<file path="src/rtl/iter_divider_pkg.sv">
// rtl/iter_divider_pkg.sv - shared state encoding, width default and ALU flag layout for iter_divider
package iter_divider_pkg;

  localparam int DEFAULT_WIDTH = 32;

  localparam int FLAG_N = 3;
  localparam int FLAG_Z = 2;
  localparam int FLAG_C = 1;
  localparam int FLAG_V = 0;

  typedef enum logic [1:0] {
    IDLE = 2'd0,
    RUN  = 2'd1,
    FIX  = 2'd2,
    DONE = 2'd3
  } state_t;

  // Divider never produces carry or overflow, so C and V are always clear.
  function automatic logic [3:0] nz_flags(input logic n, input logic z);
    logic [3:0] f;
    f         = '0;
    f[FLAG_N] = n;
    f[FLAG_Z] = z;
    f[FLAG_C] = 1'b0;
    f[FLAG_V] = 1'b0;
    return f;
  endfunction

endpackage

</file>
<file path="src/rtl/div_step.sv">
// rtl/div_step.sv - one restoring shift-subtract step of the iterative divider
module div_step #(
  parameter int WIDTH = 32
) (
  input  logic [WIDTH-1:0] rem,
  input  logic             msb,
  input  logic [WIDTH-1:0] divisor,
  output logic [WIDTH-1:0] next_rem,
  output logic             qbit
);

  logic [WIDTH:0] partial;

  assign partial = {rem, msb};
  assign qbit    = (partial >= {1'b0, divisor});
  // When the subtract happens the difference is below the divisor, so it fits in WIDTH bits.
  assign next_rem = qbit ? (partial[WIDTH-1:0] - divisor) : partial[WIDTH-1:0];

endmodule

</file>
<file path="src/rtl/iter_divider.sv">
// rtl/iter_divider.sv - multicycle restoring divider, one quotient bit per clock; SIGNED_DIV_EN enables SDIV
module iter_divider
  import iter_divider_pkg::*;
#(
  parameter int WIDTH = DEFAULT_WIDTH
) (
  input  logic             clk,
  input  logic             reset,
  input  logic             start,
  input  logic             sign,
  input  logic [WIDTH-1:0] a,
  input  logic [WIDTH-1:0] b,
  output logic [WIDTH-1:0] quotient,
  output logic [WIDTH-1:0] remainder,
  output logic             busy,
  output logic             done,
  output logic             div_by_zero,
  output logic [3:0]       ALUFlags
);

  localparam int CW = $clog2(WIDTH);
  localparam logic [CW-1:0] LAST = CW'(WIDTH - 1);

  state_t          state, state_n;
  logic            accept;
  logic            b_zero;
  logic [CW-1:0]   count;
  logic [WIDTH-1:0] dvd, dsr, rem, rem_n;
  logic [WIDTH-1:0] a_mag, b_mag, q_fix, r_fix;
  logic            qbit;

  assign b_zero = (b == '0);
  assign busy   = (state == RUN) || (state == FIX);
  assign done   = (state == DONE);

  div_step #(.WIDTH(WIDTH)) u_step (
    .rem      (rem),
    .msb      (dvd[WIDTH-1]),
    .divisor  (dsr),
    .next_rem (rem_n),
    .qbit     (qbit)
  );

  always_ff @(posedge clk) begin
    if (reset) state <= IDLE;
    else       state <= state_n;
  end

  always_comb begin
    state_n = state;
    accept  = 1'b0;
    case (state)
      IDLE, DONE: begin
        if (start) begin
          accept  = 1'b1;
          state_n = b_zero ? DONE : RUN;
        end else begin
          state_n = IDLE;
        end
      end
      RUN:     if (count == LAST) state_n = FIX;
      FIX:     state_n = DONE;
      default: state_n = IDLE;
    endcase
  end

`ifdef SIGNED_DIV_EN
  logic a_neg, b_neg, neg_q, neg_r;

  assign a_neg = sign & a[WIDTH-1];
  assign b_neg = sign & b[WIDTH-1];
  assign a_mag = a_neg ? -a : a;
  assign b_mag = b_neg ? -b : b;
  // Truncating division: quotient sign is the xor, remainder follows the dividend.
  assign q_fix = neg_q ? -dvd : dvd;
  assign r_fix = neg_r ? -rem : rem;

  always_ff @(posedge clk) begin
    if (reset) begin
      neg_q <= 1'b0;
      neg_r <= 1'b0;
    end else if (accept) begin
      neg_q <= a_neg ^ b_neg;
      neg_r <= a_neg;
    end
  end
`else
  logic unused_sign;

  assign unused_sign = sign;
  assign a_mag = a;
  assign b_mag = b;
  assign q_fix = dvd;
  assign r_fix = rem;
`endif

  always_ff @(posedge clk) begin
    if (reset) begin
      dvd         <= '0;
      dsr         <= '0;
      rem         <= '0;
      count       <= '0;
      quotient    <= '0;
      remainder   <= '0;
      ALUFlags    <= '0;
      div_by_zero <= 1'b0;
    end else if (accept) begin
      div_by_zero <= b_zero;
      if (b_zero) begin
        quotient  <= '0;
        remainder <= a;
        ALUFlags  <= nz_flags(1'b0, 1'b1);
      end else begin
        dvd   <= a_mag;
        dsr   <= b_mag;
        rem   <= '0;
        count <= '0;
      end
    end else begin
      case (state)
        RUN: begin
          // Quotient bits shift into the low end as the dividend drains out the top.
          dvd   <= {dvd[WIDTH-2:0], qbit};
          rem   <= rem_n;
          count <= count + 1'b1;
        end
        FIX: begin
          quotient  <= q_fix;
          remainder <= r_fix;
          ALUFlags  <= nz_flags(q_fix[WIDTH-1], q_fix == '0);
        end
        default: ;
      endcase
    end
  end

endmodule

</file>
<file path="config.mk">
export PLATFORM = sky130hd
export DESIGN_NAME = iter_divider
export DESIGN_NICKNAME = d
export VERILOG_FILES = /design/src/rtl/iter_divider_pkg.sv /design/src/rtl/div_step.sv /design/src/rtl/iter_divider.sv
export SDC_FILE = /design/constraint.sdc
export NUM_CORES = 1
export LEC_CHECK = 0
export BUFFER_PORTS_ARGS = -buffer_cell sky130_fd_sc_hd__clkbuf_2
export CAP_MARGIN = 20
export CORE_UTILIZATION = 55
export DETAILED_ROUTE_END_ITERATION = 16
export GPL_ROUTABILITY_DRIVEN = 0
export PLACE_DENSITY_LB_ADDON = 0.15
export SYNTH_ARGS = -nofsm -noshare
export SYNTH_HDL_FRONTEND = slang
export SYNTH_SLANG_ARGS = --single-unit
</file>
<file path="constraint.sdc">
create_clock -name clk -period 3.3 [get_ports clk]
set_clock_uncertainty 0.05 [all_clocks]
set_input_delay 0.66 -clock clk [delete_from_list [all_inputs] [get_ports clk]]
set_output_delay 0.66 -clock clk [all_outputs]
set_load 0.1 [all_outputs]
</file>
== Word level (Yosys, flattened, before mapping) ==
Cells that the tools add are included.

* Bitwise gates (word level): 1
* $lt $le $gt $ge: 1
* Mux-type cells: 25
* $add $sub $neg: 2
* Equal/unequal tests: 7
* Reductions and logical operators: 10

{| class="wikitable"
|+ Operators with widths
! kind !! number
|-
| two-way mux 32 bit || 13
|-
| logical NOT 32 bit || 2
|-
| greater-or-equal comparator 33 x 32 -> 1 bit || 1
|-
| subtractor 32 bit || 1
|-
| two-way mux 5 bit || 3
|-
| two-way mux 4 bit || 3
|-
| two-way mux 2 bit || 3
|-
| one-hot mux 2 bit (3 select lines) || 1
|-
| AND reduction 2 bit || 3
|-
| adder 5 x 1 -> 5 bit, second input constant || 1
|-
| equality test 5 bit, second input constant || 1
|-
| equality test 2 bit, second input constant || 2
|-
| != test 2 x 1 -> 1 bit, second input constant || 2
|-
| nonzero test 2 bit || 2
|-
| equality test 2 x 1 -> 1 bit, second input constant || 1
|-
| logical NOT 2 bit || 1
|-
| two-way mux 1 bit || 2
|-
| != test 2 bit, second input constant || 1
|-
| OR reduction 2 bit || 1
|-
| logical OR 1 bit || 1
|-
| NOT 1 bit || 1
|}

* Register bits: 172
* Output and inout bits: 71
* Bits of input ports: 68
* Word-level logic and storage cells: 55

== Longest topological paths before layout ==
Gate-level depths: netlist (run 1).

* Word-level depth: 5
* Gate-level depth with buffers: 13
* Mapped depth without buffers: 11

== By module ==
From an unflattened synthesis (run 1), not the netlist that was laid out.

* Cells, all modules: 1,177
* Area total of the unflattened synthesis: 9,555.4 um2

{| class="wikitable"
|+ By module, submodules not included
! module !! times used !! cells an instance !! area each (um2)
|-
| iter_divider || 1 || 854 || 7,224.4
|-
| div_step || 1 || 323 || 2,331.0
|}

== Least setup slack after synthesis (run 1) ==
OpenSTA, ideal clock, no wires.

* Kind: register to register
* Start: reg dvd[31]
* End: reg rem[24], in the netlist r_fix[24]
* Period minus slack after synthesis: 2.676 ns
* Required time: 3.128 ns
* Library setup time: 0.122 ns
* Path buffers: 0
* Stages on the path, launching flop included: 12
* Arrival time: 2.505 ns
* Setup slack: 0.624 ns
* Path through: dfxtp_1 > inv_1 > ha_1 > fa_1 > nand2b_1 > a21oi_1 > o21ai_1 > a311oi_1 > a21oi_1 > mux2i_1 > a311oi_1 > a221o_1

* Longest elaborated chain between the ends: 4

{| class="wikitable"
|+ Ends and longest elaborated chain
! item !! RTL line !! source
|-
| start: declaration || iter_divider.sv:28 || <nowiki>logic [WIDTH-1:0] dvd, dsr, rem, rem_n;</nowiki>
|-
| start signal: assignment || iter_divider.sv:114 || <nowiki>dvd <= a_mag;</nowiki>
|-
| start signal: assignment || iter_divider.sv:123 || <nowiki>dvd <= {dvd[WIDTH-2:0], qbit};</nowiki>
|-
| subtractor 32 bit / greater-or-equal comparator 33 x 32 -> 1 bit (equally long branches) || div_step.sv:17, div_step.sv:15 ||
|-
| two-way mux 32 bit (*) || div_step.sv:17 || <nowiki>assign next_rem = qbit ? (partial[WIDTH-1:0] - divisor) : partial[WIDTH-1:0];</nowiki>
|-
| two-way mux 32 bit (*) || iter_divider.sv:120 || <nowiki>case (state)</nowiki>
|-
| two-way mux 32 bit (*) || iter_divider.sv:107 || <nowiki>end else if (accept) begin</nowiki>
|-
| end signal: assignment || iter_divider.sv:124 || <nowiki>rem <= rem_n;</nowiki>
|-
| end: declaration || iter_divider.sv:28 ||
|}

Every way passes the cells marked *; elsewhere a longest branch is shown, timed or not. The select of a mux whose other input is x is not followed.
A chain may end at the register's enable or synchronous reset.

== Final worst setup path (run 1) ==
* Start: reg dsr[0]
* End: reg rem[26], in the netlist r_fix[26]

* Longest elaborated chain between the ends: 4

{| class="wikitable"
|+ Ends and longest elaborated chain
! item !! RTL line !! source
|-
| start: declaration || iter_divider.sv:28 ||
|-
| start signal: assignment || iter_divider.sv:115 || <nowiki>dsr <= b_mag;</nowiki>
|-
| subtractor 32 bit / greater-or-equal comparator 33 x 32 -> 1 bit (equally long branches) || div_step.sv:17, div_step.sv:15 ||
|-
| two-way mux 32 bit (*) || div_step.sv:17 ||
|-
| two-way mux 32 bit (*) || iter_divider.sv:120 ||
|-
| two-way mux 32 bit (*) || iter_divider.sv:107 ||
|}

Marks and branches as above.

==> impl_results.md, run 1 <==
- Area of placed instances: 9770 um2
- # diodes: 0
- WL/cell: 16.3 um
- Simple-gate area share of the yosys netlist: 19.7%
- Post-synthesis sequential area ratio: 37.8%
- Num CTS Buffers: 17
- Max-Cap Viols: 0
- Synthesized area: 8950 um2
- Vias per std cell: 5.81
- Setup TNS: 0 ns
- CTS Root Cell: clkbuf_16
- Synth Area in Adders: 5.40%
- Hold buffer count at CTS: 0
- Yosys warns: 0
- IO Count: 139
- Post-synth EDFFs: 0
- Post-detail-place hpwl: 17100 um
- Worst vdd ir: 0.482 mV
- Type of element capturing the critical path: flop
- Worst-skew pair later-pin latency: 0.44 ns
- Cell-internal power: 5350 uW
- Die H: 130 um
- Beginning of the critical path: dsr[0]
- Total Routing Usage GR: 28.1%
- # DRC: 0
- Sink Count: 169
- Synth-to-Final Area Change: 16.0%
- Mux share of post-synthesis cell area: 4.81%
- Via count of the routed design: 8309
- Vias in the first global route: 7292
- First-pass GRT wire length: 36900 um
- Clock power share: 19.5%
- Initial antenna violation count: 0
- FILL cells: 1423
- Share of cells above drive strength 1: 17.5%
- Main combinational cell family by area after synthesis: compound AO/OA/AOI/OAI gates
- Min Hold Slack: 0.415 ns
- Net Sw Frac: 49.1%
- Hold path start: div_by_zero
- Synth unique cells: 67
- Synth Area in XOR/XNOR: 2.25%
- Drt first pass iters: 7
- Final wirelength: 23300 um
- CP startpoint kind: flop
- Port Buf Inserts: 135
- Final Non-Filler Cells: 1430
- Psw: 5160 uW
- FFs w/ async S/R, synth: 0%
- Final setup viols: 0
- Final hold viol count: 0
- Placed insts: 1398
- Combinational share of power: 52.0%
- Die Wd: 130 um
- Leak Pwr: 0.00448 uW
- Min Clock Period, post-route: 3.05 ns
- Largest net degree at the start of global routing: 118
- Cell row count: 46
- Reg2Reg Setup Slack: 0.25 ns
- Starting Density: 56.3%
- Ys flop type: dfxtp_1
- Status: complete, no violations
- DR iter-0 viols: 639
- Mean Syn Cell Area: 8.09 um2
- Tcrit/Tclk final: 92.5%
- WS Path Type: reg2reg
- Clk buf depth: 2
- Final net count: 1307
- CP endpoint: r_fix[26]
- Setup Fix Bufs, Post-CTS: 0
- Htree depth: 4
- Die ar.: 16800 um2
- CTS tree: built
- Slew of the pin with the lowest slew margin: 0.609 ns
- Grt total ovfl: 0
- Reg power frac: 28.5%
- R2r worst-path depth: 10
- Slew headroom: 59.2%
- Compound-cell area share of the yosys netlist: 23.9%
- RSZ-0062 raised after global routing: false
- Capturing point of the worst reg2reg path: r_fix[26]
- Max-slew violations: 0
- ANT nets after route: 0
- Reg clk slew, reported paths: 0.07 ns
- PD cells: 1010 nW/um2
- Worst hold path class: reg2reg
- Synth Instances: 1106
- Achievable frequency: 328 MHz
- Reg-to-Reg Start: dsr[0]
- Worst Path Required: 3.57 ns
- Design area: 10400 um2
- Largest fanout on the critical path: 3
- Core ar.: 15900 um2
- #FFs+latches synth: 169
- CP arrival: 3.32 ns
through the flow:
step / util [%] / setup WS (ns) / total power [uW]
after floorplan: - / 0.624 / 7320
after global placement: 61.5 / 0.232 / 8350
after detailed placement: 61.5 / 0.249 / 8430
after CTS: 65.3 / 0.267 / 10500
after global routing: 65.3 / 0.0593 / 11100
final: 65.3 / 0.249 / 10500
cell usage after synthesis (3+ instances only):
cell / count / area, um2
dfxtp_1: 169 / 3380
a21oi_1: 141 / 706
nor2_1: 133 / 499
nand2_1: 86 / 323
a211oi_1: 66 / 495
clkbuf_1: 59 / 221
inv_1: 48 / 180
nand3_1: 44 / 220
mux2i_1: 43 / 430
ha_1: 37 / 463
and3_1: 34 / 213
o21ai_0: 27 / 135
buf_2: 16 / 80.1
nor4_1: 16 / 100
nor3_1: 13 / 65.1
a221o_1: 12 / 120
xnor2_1: 12 / 105
a21o_1: 11 / 82.6
and2_1: 11 / 68.8
xor2_1: 11 / 96.3
nand2b_1: 10 / 62.6
nand4_1: 9 / 56.3
a311oi_1: 8 / 70.1
a31oi_1: 6 / 37.5
o21ai_1: 6 / 30.0
o21bai_1: 5 / 37.5
or3_1: 5 / 31.3
a32oi_1: 4 / 35.0
o211ai_1: 4 / 30.0
o31ai_1: 4 / 30.0
a221oi_1: 3 / 26.3
a22o_1: 3 / 26.3
buf_4: 3 / 22.5
o21a_1: 3 / 22.5
or2_2: 3 / 18.8
cell type report:
| cell class | instances | area, um2 | share of cell area (%) |
|---|---|---|---|
| clock buffers | 17 | 425 | 4.10 |
| clock inverters | 15 | 180 | 1.74 |
| inverters | 48 | 180 | 1.74 |
| multi-input cells | 807 | 5040 | 48.6 |
| flip-flops and latches | 169 | 3380 | 32.6 |
| well taps | 216 | 270 | 2.60 |
| repair buffers | 158 | 901 | 8.68 |
worst min-delay path by stage:
stage                   endpoint  slack (ns)  cells after the start
floorplan               count[3]        0.39                      1
global placement    quotient[19]        0.40                      2
detailed placement  quotient[11]        0.41                      2
CTS                 quotient[11]        0.42                      2
global route        quotient[27]        0.43                      2
finish               div_by_zero        0.42                      2
power groups by stage:
stage / Combinational [uW] / Sequential [uW] / Clock (uW)
2_1_floorplan: 3210 / 4110 / 0
6_report: 5460 / 3000 / 2050
5_1_grt: 5910 / 3060 / 2160
3_5_place_dp: 5400 / 3040 / 0
4_1_cts: 5430 / 2990 / 2080
3_3_place_gp: 5330 / 3020 / 0
placed cells by master (no fill, tap or decap), types with 3 or more instances in the layout:
| cell | Yosys | routed |
|---|---|---|
| o21ai_1 | 6 | 6 |
| o21ai_0 | 27 | 27 |
| o21bai_1 | 5 | 5 |
| o31ai_1 | 4 | 4 |
| a21o_1 | 11 | 11 |
| nor4_1 | 16 | 16 |
| nor3_1 | 13 | 13 |
| a32oi_1 | 4 | 4 |
| clkbuf_2 | 1 | 134 |
| a221oi_1 | 3 | 3 |
| dfxtp_1 | 169 | 169 |
| and3_1 | 34 | 34 |
| or2_2 | 3 | 3 |
| clkbuf_16 | 0 | 17 |
| inv_6 | 0 | 6 |
| nand3_1 | 44 | 44 |
| xnor2_1 | 12 | 12 |
| a31oi_1 | 6 | 6 |
| o211ai_1 | 4 | 4 |
| buf_12 | 0 | 4 |
| nand4_1 | 9 | 9 |
| or3_1 | 5 | 5 |
| a221o_1 | 12 | 12 |
| a211oi_1 | 66 | 66 |
| inv_1 | 48 | 48 |
| nand2b_1 | 10 | 9 |
| nor2_1 | 133 | 132 |
| nand2_1 | 86 | 84 |
| buf_4 | 3 | 20 |
| and2_1 | 11 | 11 |
| a21oi_1 | 141 | 141 |
| xor2_1 | 11 | 11 |
| ha_1 | 37 | 37 |
| a311oi_1 | 8 | 8 |
| mux2i_1 | 43 | 43 |
| a22o_1 | 3 | 3 |
| nand2_2 | 2 | 4 |
cells by family (layout without fill, tap and decap cells):
| family | after synthesis | after routing |
|---|---|---|
| AOI/OAI and AO/OA | 327 | 327 |
| xor gates and xnor gates | 23 | 23 |
| adders and majority gates | 38 | 38 |
| buffers and inverters | 131 | 238 |
| DFF | 169 | 169 |
| muxes | 43 | 43 |
| other | 1 | 2 |
| and+or+nand+nor | 374 | 374 |
critical path: stages, from the launching register on:
cell      delay, ns
dfxtp_1        0.34
ha_1           0.23
fa_1           0.39
nand2b_1       0.18
a21oi_1        0.22
o21ai_1        0.15
a21oi_1        0.28
o21ai_0        0.25
o41ai_1        0.39
xor2_1         0.16
a221o_1        0.31
routing by layer:
layer	track usage (%)	vias to the layer above	share of wire [%]
li1	-	4183	-
met1	39.2	3835	47
met2	44.4	254	45
met3	4.05	37	5.9
met4	9.51	0	2.0
met5	0	-	0
state kept, by name, summed over array words and instances (netlist names):
signal       count
remainder       32
r_fix           32
dsr             32
dvd             32
ALUFlags         2
state            2
div_by_zero      1
quotient        31
count            5
what timing repair did:
item	4_1_cts	5_1_grt
gates resized for setup	0	1
endpoints found under the hold margin	0	0
setup endpoints to repair	0	12
No activity file was read; power rests on OpenSTA's default activity.
==> run 2: changes to the inputs <==
--- a/config.mk
+++ b/config.mk
@@ -5,6 +5,7 @@
 export SDC_FILE = /design/constraint.sdc
 export NUM_CORES = 1
 export LEC_CHECK = 0
+export ABC_AREA = 1
 export BUFFER_PORTS_ARGS = -buffer_cell sky130_fd_sc_hd__clkbuf_2
 export CAP_MARGIN = 20
 export CORE_UTILIZATION = 55
==> run 2 against run 1 <==
Non-clock buffer count fell by 4. Register-to-register slack gained 0.28 ns. Global-route usage up 1.3 points. Area after synthesis up 9.8%. Via count rose by 20%. Critical path type unchanged. Worst hold slack got worse by 0.0020 ns.
==> impl_results.md, run 2 <==
- Status: complete, no violations
- Worst Path Required: 3.55 ns (-0.02 ns)
- Cell row count: 48 (+4.3%)
- Simple-gate area share of the yosys netlist: 30.5% (+11 points)
- Area of placed instances: 10600 um2 (+8.0%)
- Placed insts: 1858 (+33%)
- Leak Pwr: 0.00559 uW (+25%)
- Crit-path leading delay family: simple AND/OR/NAND/NOR gates
- RSZ-0062 raised after global routing: false
- Htree depth: 4 (unchanged)
- Most used cell, CP: nand2_1
- Global Route met3 Usage: 5.09% (+1.0 points)
- Post-Place Setup Slack: 0.455 ns (+0.206 ns)
- Core ar.: 17400 um2 (+9.3%)
- CTS Root Cell: clkbuf_16
- DR iter-0 viols: 743 (+16%)
- Sink Count: 169 (unchanged)
- Port Buf Inserts: 135 (unchanged)
- Type of element capturing the critical path: flop
- Max-slew violations: 0 (unchanged)
- Achievable frequency: 361 MHz (+10%)
- Commonest non-fill, non-tap cell in the layout: nand2_1
- Vias per std cell: 5.28 (-9.2%)
- Mux share of post-synthesis cell area: 0% (-4.8 points)
- #FFs+latches synth: 169 (unchanged)
- IO Count: 139 (unchanged)
- Synth Area in XOR/XNOR: 1.25% (-1.0 points)
- Drt first pass iters: 5 (-2)
- Vias in the first global route: 8941 (+23%)
- Via count of the routed design: 9970 (+20%)
- WP buf/inv: 2 (+2)
- Compound-cell area share of the yosys netlist: 16.0% (-8.0 points)
- Share of cells above drive strength 1: 11.8% (-5.6 points)
- Synth-to-Final Area Change: 13.5%
- Mean Syn Cell Area: 6.31 um2 (-22%)
- Die Wd: 136 um (+4.7%)
- Worst vdd ir: 0.690 mV (+43%)
- Post-synth EDFFs: 0 (unchanged)
- Met2 Use GR: 47.0% (+2.7 points)
- Post-synth top cells: 422 x nand2_1, 221 x inv_1, 169 x dfxtp_1
- # diodes: 0 (unchanged)
- Tcrit/Tclk final: 83.8% (-8.6 points)
- Synth area leader: dfxtp_1
- ANT nets after route: 0 (unchanged)
- Post-detail-place hpwl: 19100 um (+12%)
- Starting Density: 56.6% (+0.29 points)
- Yosys warns: 0 (unchanged)
- # resized after CTS: 0 (unchanged)
- CP arrival: 3.02 ns (-0.30 ns)
- Initial antenna violation count: 0 (unchanged)
- CP max stage cell: nor2_2
- Setup Fix Bufs, Post-CTS: 0 (unchanged)
- Ys flop type: dfxtp_1
- Synthesized area: 9830 um2 (+9.8%)
- Hold buffer count at CTS: 0 (unchanged)
- PD cells: 948 nW/um2 (-6.3%)
- Clk buf depth: 2 (unchanged)
- CP cell instances: ha_1, nand2_1, inv_1, nand2_1, nand2_1, nand2_1, nand2_1, nand2_1, nand4_1, nor2_2, buf_4, nand2_1, nand3_1, a21oi_1
- Final net count: 1758 (+35%)
- Grt met1 use: 38.4% (-0.80 points)
- Synth Instances: 1557 (+41%)
- FFs w/ async S/R, synth: 0% (unchanged)
- Slew of the pin with the lowest slew margin: 0.675 ns (+0.0653 ns)
- Global route hottest layer: met2
- WL/cell: 13.9 um (-14%)
- Fin worst setup slack: 0.533 ns (+0.284 ns)
- Main combinational cell family by area after synthesis: simple AND/OR/NAND/NOR gates
- Tot Pwr: 10600 uW (+0.63%)
- Slew headroom: 54.9% (-4.4 points)
- Seq. cell area: 3380 um2 (unchanged)
- Die H: 136 um (+4.7%)
- First-pass GRT wire length: 42900 um (+16%)
- Design area: 11200 um2 (+7.4%)
- CTS tree: built
- Final wirelength: 26300 um (+13%)
- Area occupied by multi-input gates: 5190 um2 (+2.9%)
- Final setup viols: 0 (unchanged)
- Total Routing Usage GR: 29.3% (+1.3 points)
- Worst hold path class: reg2reg
- Grt total ovfl: 0 (unchanged)
- WS Path Type: reg2reg
- Setup TNS: 0 ns (unchanged)
- Most frequent cells in the layout: 420 x nand2_1, 220 x inv_1, 169 x dfxtp_1, 156 x o21ai_0, 145 x a21oi_1
- CP startpoint kind: flop
- Final hold viol count: 0 (unchanged)
- Reg clk slew, reported paths: 0.07 ns (about the same)
- Post-synthesis sequential area ratio: 34.4% (-3.4 points)
- Num CTS Buffers: 17 (unchanged)
- Final Non-Filler Cells: 1890 (+32%)
- Die ar.: 18400 um2 (+9.7%)
- Synth Area in Adders: 4.91% (-0.48 points)
- Synth unique cells: 34 (-49%)
- Share of the synthesized area in the top cell type: 34.4% (-3.4 points)
- Max-Cap Viols: 0 (unchanged)
- Most instantiated library cell after synthesis: nand2_1
- FILL cells: 1624 (+14%)
- Largest fanout on the critical path: 17 (+14)
- Worst-skew pair later-pin latency: 0.45 ns (about the same)
- Largest net degree at the start of global routing: 122 (+3.4%)
- Min Clock Period, post-route: 2.77 ns (-0.284 ns)
- # DRC: 0 (unchanged)
- Slowest stage delay, CP: 0.55 ns (+0.16 ns)
- Ranking of synthesized cells by area: dfxtp_1 34%, nand2_1 16%, inv_1 8.4%, o21ai_0 7.9%, a21oi_1 7.4%
run 2: cell types whose count changed after synthesis, sizes merged, moves of 14 or more:
cell	change
nand2	+337
inv	+173
o21ai	+126
nand3	+75
a211oi	-66
mux2i	-43
and3	-33
clkbuf	-14
run 2: per-layer routing:
metal  share of wire [%]  wire length, um  vias to the layer above
li1                    -                -                     5148
met1                  45            11800                     4459
met5                   0                0                        -
met4                 3.6              950                        0
met2                  46            12000                      304
met3                 6.0             1570                       59
run 2: kinds of logic after synthesis:
| kind of cell | Yosys count |
|---|---|
| buffers and inverters | 301 |
| XOR/XNOR | 14 |
| flip-flops | 169 |
| AND/OR/NAND/NOR | 725 |
| AO/OA/AOI/OAI | 309 |
| other | 1 |
| adder cells (fa/ha/maj) | 38 |
run 2: power breakdown:
part | switching (uW) | total [uW] | internal [uW]
Clock | 967 | 2050 | 1080
Combinational | 4420 | 5670 | 1250
Sequential | 284 | 2860 | 2580
Total | 5670 | 10600 | 4910
run 2: worst paths after layout:
check	startpoint	to	slack (ns)	depth (start not counted)
setup reg to reg	r_fix[18]	r_fix[12]	0.53	14
setup / recovery	r_fix[18]	r_fix[12]	0.53	14
hold / removal	dsr[7]	dsr[7]	0.41	2
hold reg to reg	dsr[7]	dsr[7]	0.41	2
run 2: final cells by class:
cell class	instances	area share [%]
clock inverter	15	1.56
tap	225	2.52
timing repair buffer	154	7.79
multi-input combinational	1088	46.5
inverter	222	7.47
sequential	169	30.3
clock buffer	17	3.81
run 2: tightest hold or removal path, cell delays in order (launching register included):
cell,delay (ns)
dfxtp_1,0.30
inv_1,0.07
a21oi_1,0.06
run 2: stage by stage:
stage / util, % / hold WS [ns]
floorplan: - / 0.385
global placement: 60.8 / 0.400
detailed placement: 60.8 / 0.405
CTS: 64.3 / 0.415
global route: 64.3 / 0.438
finish: 64.3 / 0.413
==> run 3: changes to the inputs <==
==> constraint.sdc (replaced) <==
create_clock -name clk -period 2.7 [get_ports clk]
set_clock_uncertainty 0.05 [all_clocks]
set_input_delay 0.54 -clock clk [delete_from_list [all_inputs] [get_ports clk]]
set_output_delay 0.54 -clock clk [all_outputs]
set_load 0.1 [all_outputs]
==> run 3 against run 2 <==
Final area rose by 3.2%. Clock power rose by 19%. First-iteration DRC count rose by 4.8%. Sequential power rose by 22%. Non-clock buffer count rose by 46. Sequential cell count did not move. Routed wire length rose by 1.9%. Sequential share of layout area fell by 0.93 points. Largest cell class unchanged. Largest power group unchanged.
==> impl_results.md, run 3 (synthesis results as in run 2) <==
- Status: complete, no violations
- First-pass GRT wire length: 44100 um (+2.9%)
- # diodes: 0 (unchanged)
- Achievable frequency: 396 MHz (+9.5%)
- Worst-skew pair later-pin latency: 0.44 ns (about the same)
- IO Count: 139 (unchanged)
- FILL cells: 1613 (-0.68%)
- Tot Pwr: 13100 uW (+24%)
- Reg clk slew, reported paths: 0.08 ns (about the same)
- Final wirelength: 26800 um (+1.9%)
- Setup TNS: 0 ns (unchanged)
- Hold path start: start
- Sink Count: 169 (unchanged)
- Slew headroom: 46.1% (-8.7 points)
- Drt first pass iters: 7 (+2)
- Vias in the first global route: 9402 (+5.2%)
- R2r worst-path depth: 15 (+1)
- WL/cell: 13.8 um (-0.48%)
- Max-slew violations: 0 (unchanged)
- Final setup viols: 0 (unchanged)
- RSZ-0062 raised after global routing: false
- Worst hold path class: in2reg
- Hold Path Depth: 3 (+1)
- # DRC: 0 (unchanged)
- Vias per std cell: 5.30 (+0.40%)
- Cell row count: 48 (unchanged)
- Max-Cap Viols: 0 (unchanged)
- CTS tree: built
- Largest fanout on the critical path: 4 (-13)
- Total Routing Usage GR: 30.1% (+0.78 points)
- Final hold viol count: 0 (unchanged)
- Port Buf Inserts: 135 (unchanged)
- Most frequent cells in the layout: 420 x nand2_1, 220 x inv_1, 169 x dfxtp_1, 156 x o21ai_0, 145 x a21oi_1
- Met2 wire length: 12200 um (+1.6%)
- Commonest non-fill, non-tap cell in the layout: nand2_1
- Htree depth: 4 (unchanged)
- PD cells: 1140 nW/um2 (+20%)
- Worst vdd ir: 0.923 mV (+34%)
- Starting Density: 56.6% (unchanged)
- Hold buffer count at CTS: 0 (unchanged)
- WS Path Type: reg2reg
- Die ar.: 18400 um2 (unchanged)
- Core ar.: 17400 um2 (unchanged)
- Wire length on met3: 1510 um (-3.7%)
- M1 WL: 11900 um (+0.98%)
- Worst Path Required: 2.95 ns (-0.60 ns)
- DR iter-0 viols: 779 (+4.8%)
- Hold path endpoint: state[1]
- CP startpoint kind: flop
- Tcrit/Tclk final: 93.6% (+9.7 points)
- Grt total ovfl: 0 (unchanged)
- CP arrival: 2.77 ns (-0.25 ns)
- Final net count: 1804 (+2.6%)
- Reg2Reg Setup Slack: 0.17 ns (-0.36 ns)
- Synth-to-Final Area Change: 17.1%
- Min Clock Period, post-route: 2.53 ns (-0.240 ns)
- Type of element capturing the critical path: flop
- Via count of the routed design: 10300 (+2.8%)
- Top Layer Used: met4
- CTS Root Cell: clkbuf_16
- Capturing point of the worst reg2reg path: r_fix[24]
- Slew of the pin with the lowest slew margin: 0.808 ns (+0.133 ns)
- Leak Pwr: 0.00581 uW (+4.0%)
- Initial antenna violation count: 0 (unchanged)
- Post-detail-place hpwl: 19900 um (+4.4%)
- Die Wd: 136 um (unchanged)
- ANT nets after route: 0 (unchanged)
- Reg-to-Reg Start: dvd[31]
- Share of cells above drive strength 1: 14.1% (+2.3 points)
- Num CTS Buffers: 17 (unchanged)
- Die H: 136 um (unchanged)
- Largest net degree at the start of global routing: 99 (-19%)
- Clk buf depth: 2 (unchanged)
## run 3: where the power goes
group | switching [uW] | internal (uW)
Clock | 1190 | 1240
Combinational | 5460 | 1750
Sequential | 349 | 3150
Total | 7000 | 6130
## run 3: through the flow
step | cell area (um2) | std cells | hold slack, ns | setup WS (ns) | utilization [%]
floorplan | 9830 | 1558 | 0.385 | 0.736 | -
global placement | 10900 | 1904 | 0.402 | 0.0941 | 62.9
detailed placement | 10900 | 1904 | 0.401 | 0.0793 | 62.9
CTS | 11500 | 1936 | 0.301 | 0.0626 | 66.3
global route | 11500 | 1936 | 0.326 | 0.00318 | 66.3
finish | 11500 | 1936 | 0.307 | 0.174 | 66.3
## run 3: what timing repair did
action                     4_1_cts  5_1_grt
setup endpoints to repair        0       18
hold endpoints to repair         0        0
setup buffers                    0        0
gates resized for setup          0        1
## run 3: layout make-up
class	count	area, um2	area share (%)
flip-flops and latches	169	3380	29.4
well taps	225	282	2.45
inverters	222	833	7.24
clock buffers	18	429	3.73
repair buffers	200	1240	10.8
multi-input cells	1088	5190	45.1
clock inverters	14	149	1.29
## run 3: worst max-delay path: stages (launching register included)
cell and delay [ns]:
dfxtp_1 0.43, inv_1 0.11, ha_1 0.22, fa_1 0.40, inv_1 0.12, nand2_1 0.06, nand3_1 0.16, nand2_1 0.08
nand2_1 0.16, nand2_1 0.13, nand3_1 0.11, nand2_1 0.05, nand2_1 0.08, nand2_1 0.07, nand3_1 0.08, a21oi_1 0.08
## run 3: layer usage
layer,up-vias,GRT usage (%)
li1,5235,-
met1,4586,38.3
met2,354,49.2
met3,78,4.38
met4,0,15.8
met5,-,0
## run 3: worst max path at each step
stage               slack, ns        start  depth (start not counted)      endpoint
finish                   0.17      dvd[31]                         15     r_fix[24]
global route            0.003      dsr[21]                         13      r_fix[8]
CTS                      0.06      dsr[25]                         13      r_fix[8]
detailed placement       0.08      dsr[23]                         15      r_fix[8]
global placement         0.09      dsr[23]                         15      r_fix[7]
floorplan                0.74  ALUFlags[3]                          1  quotient[31]
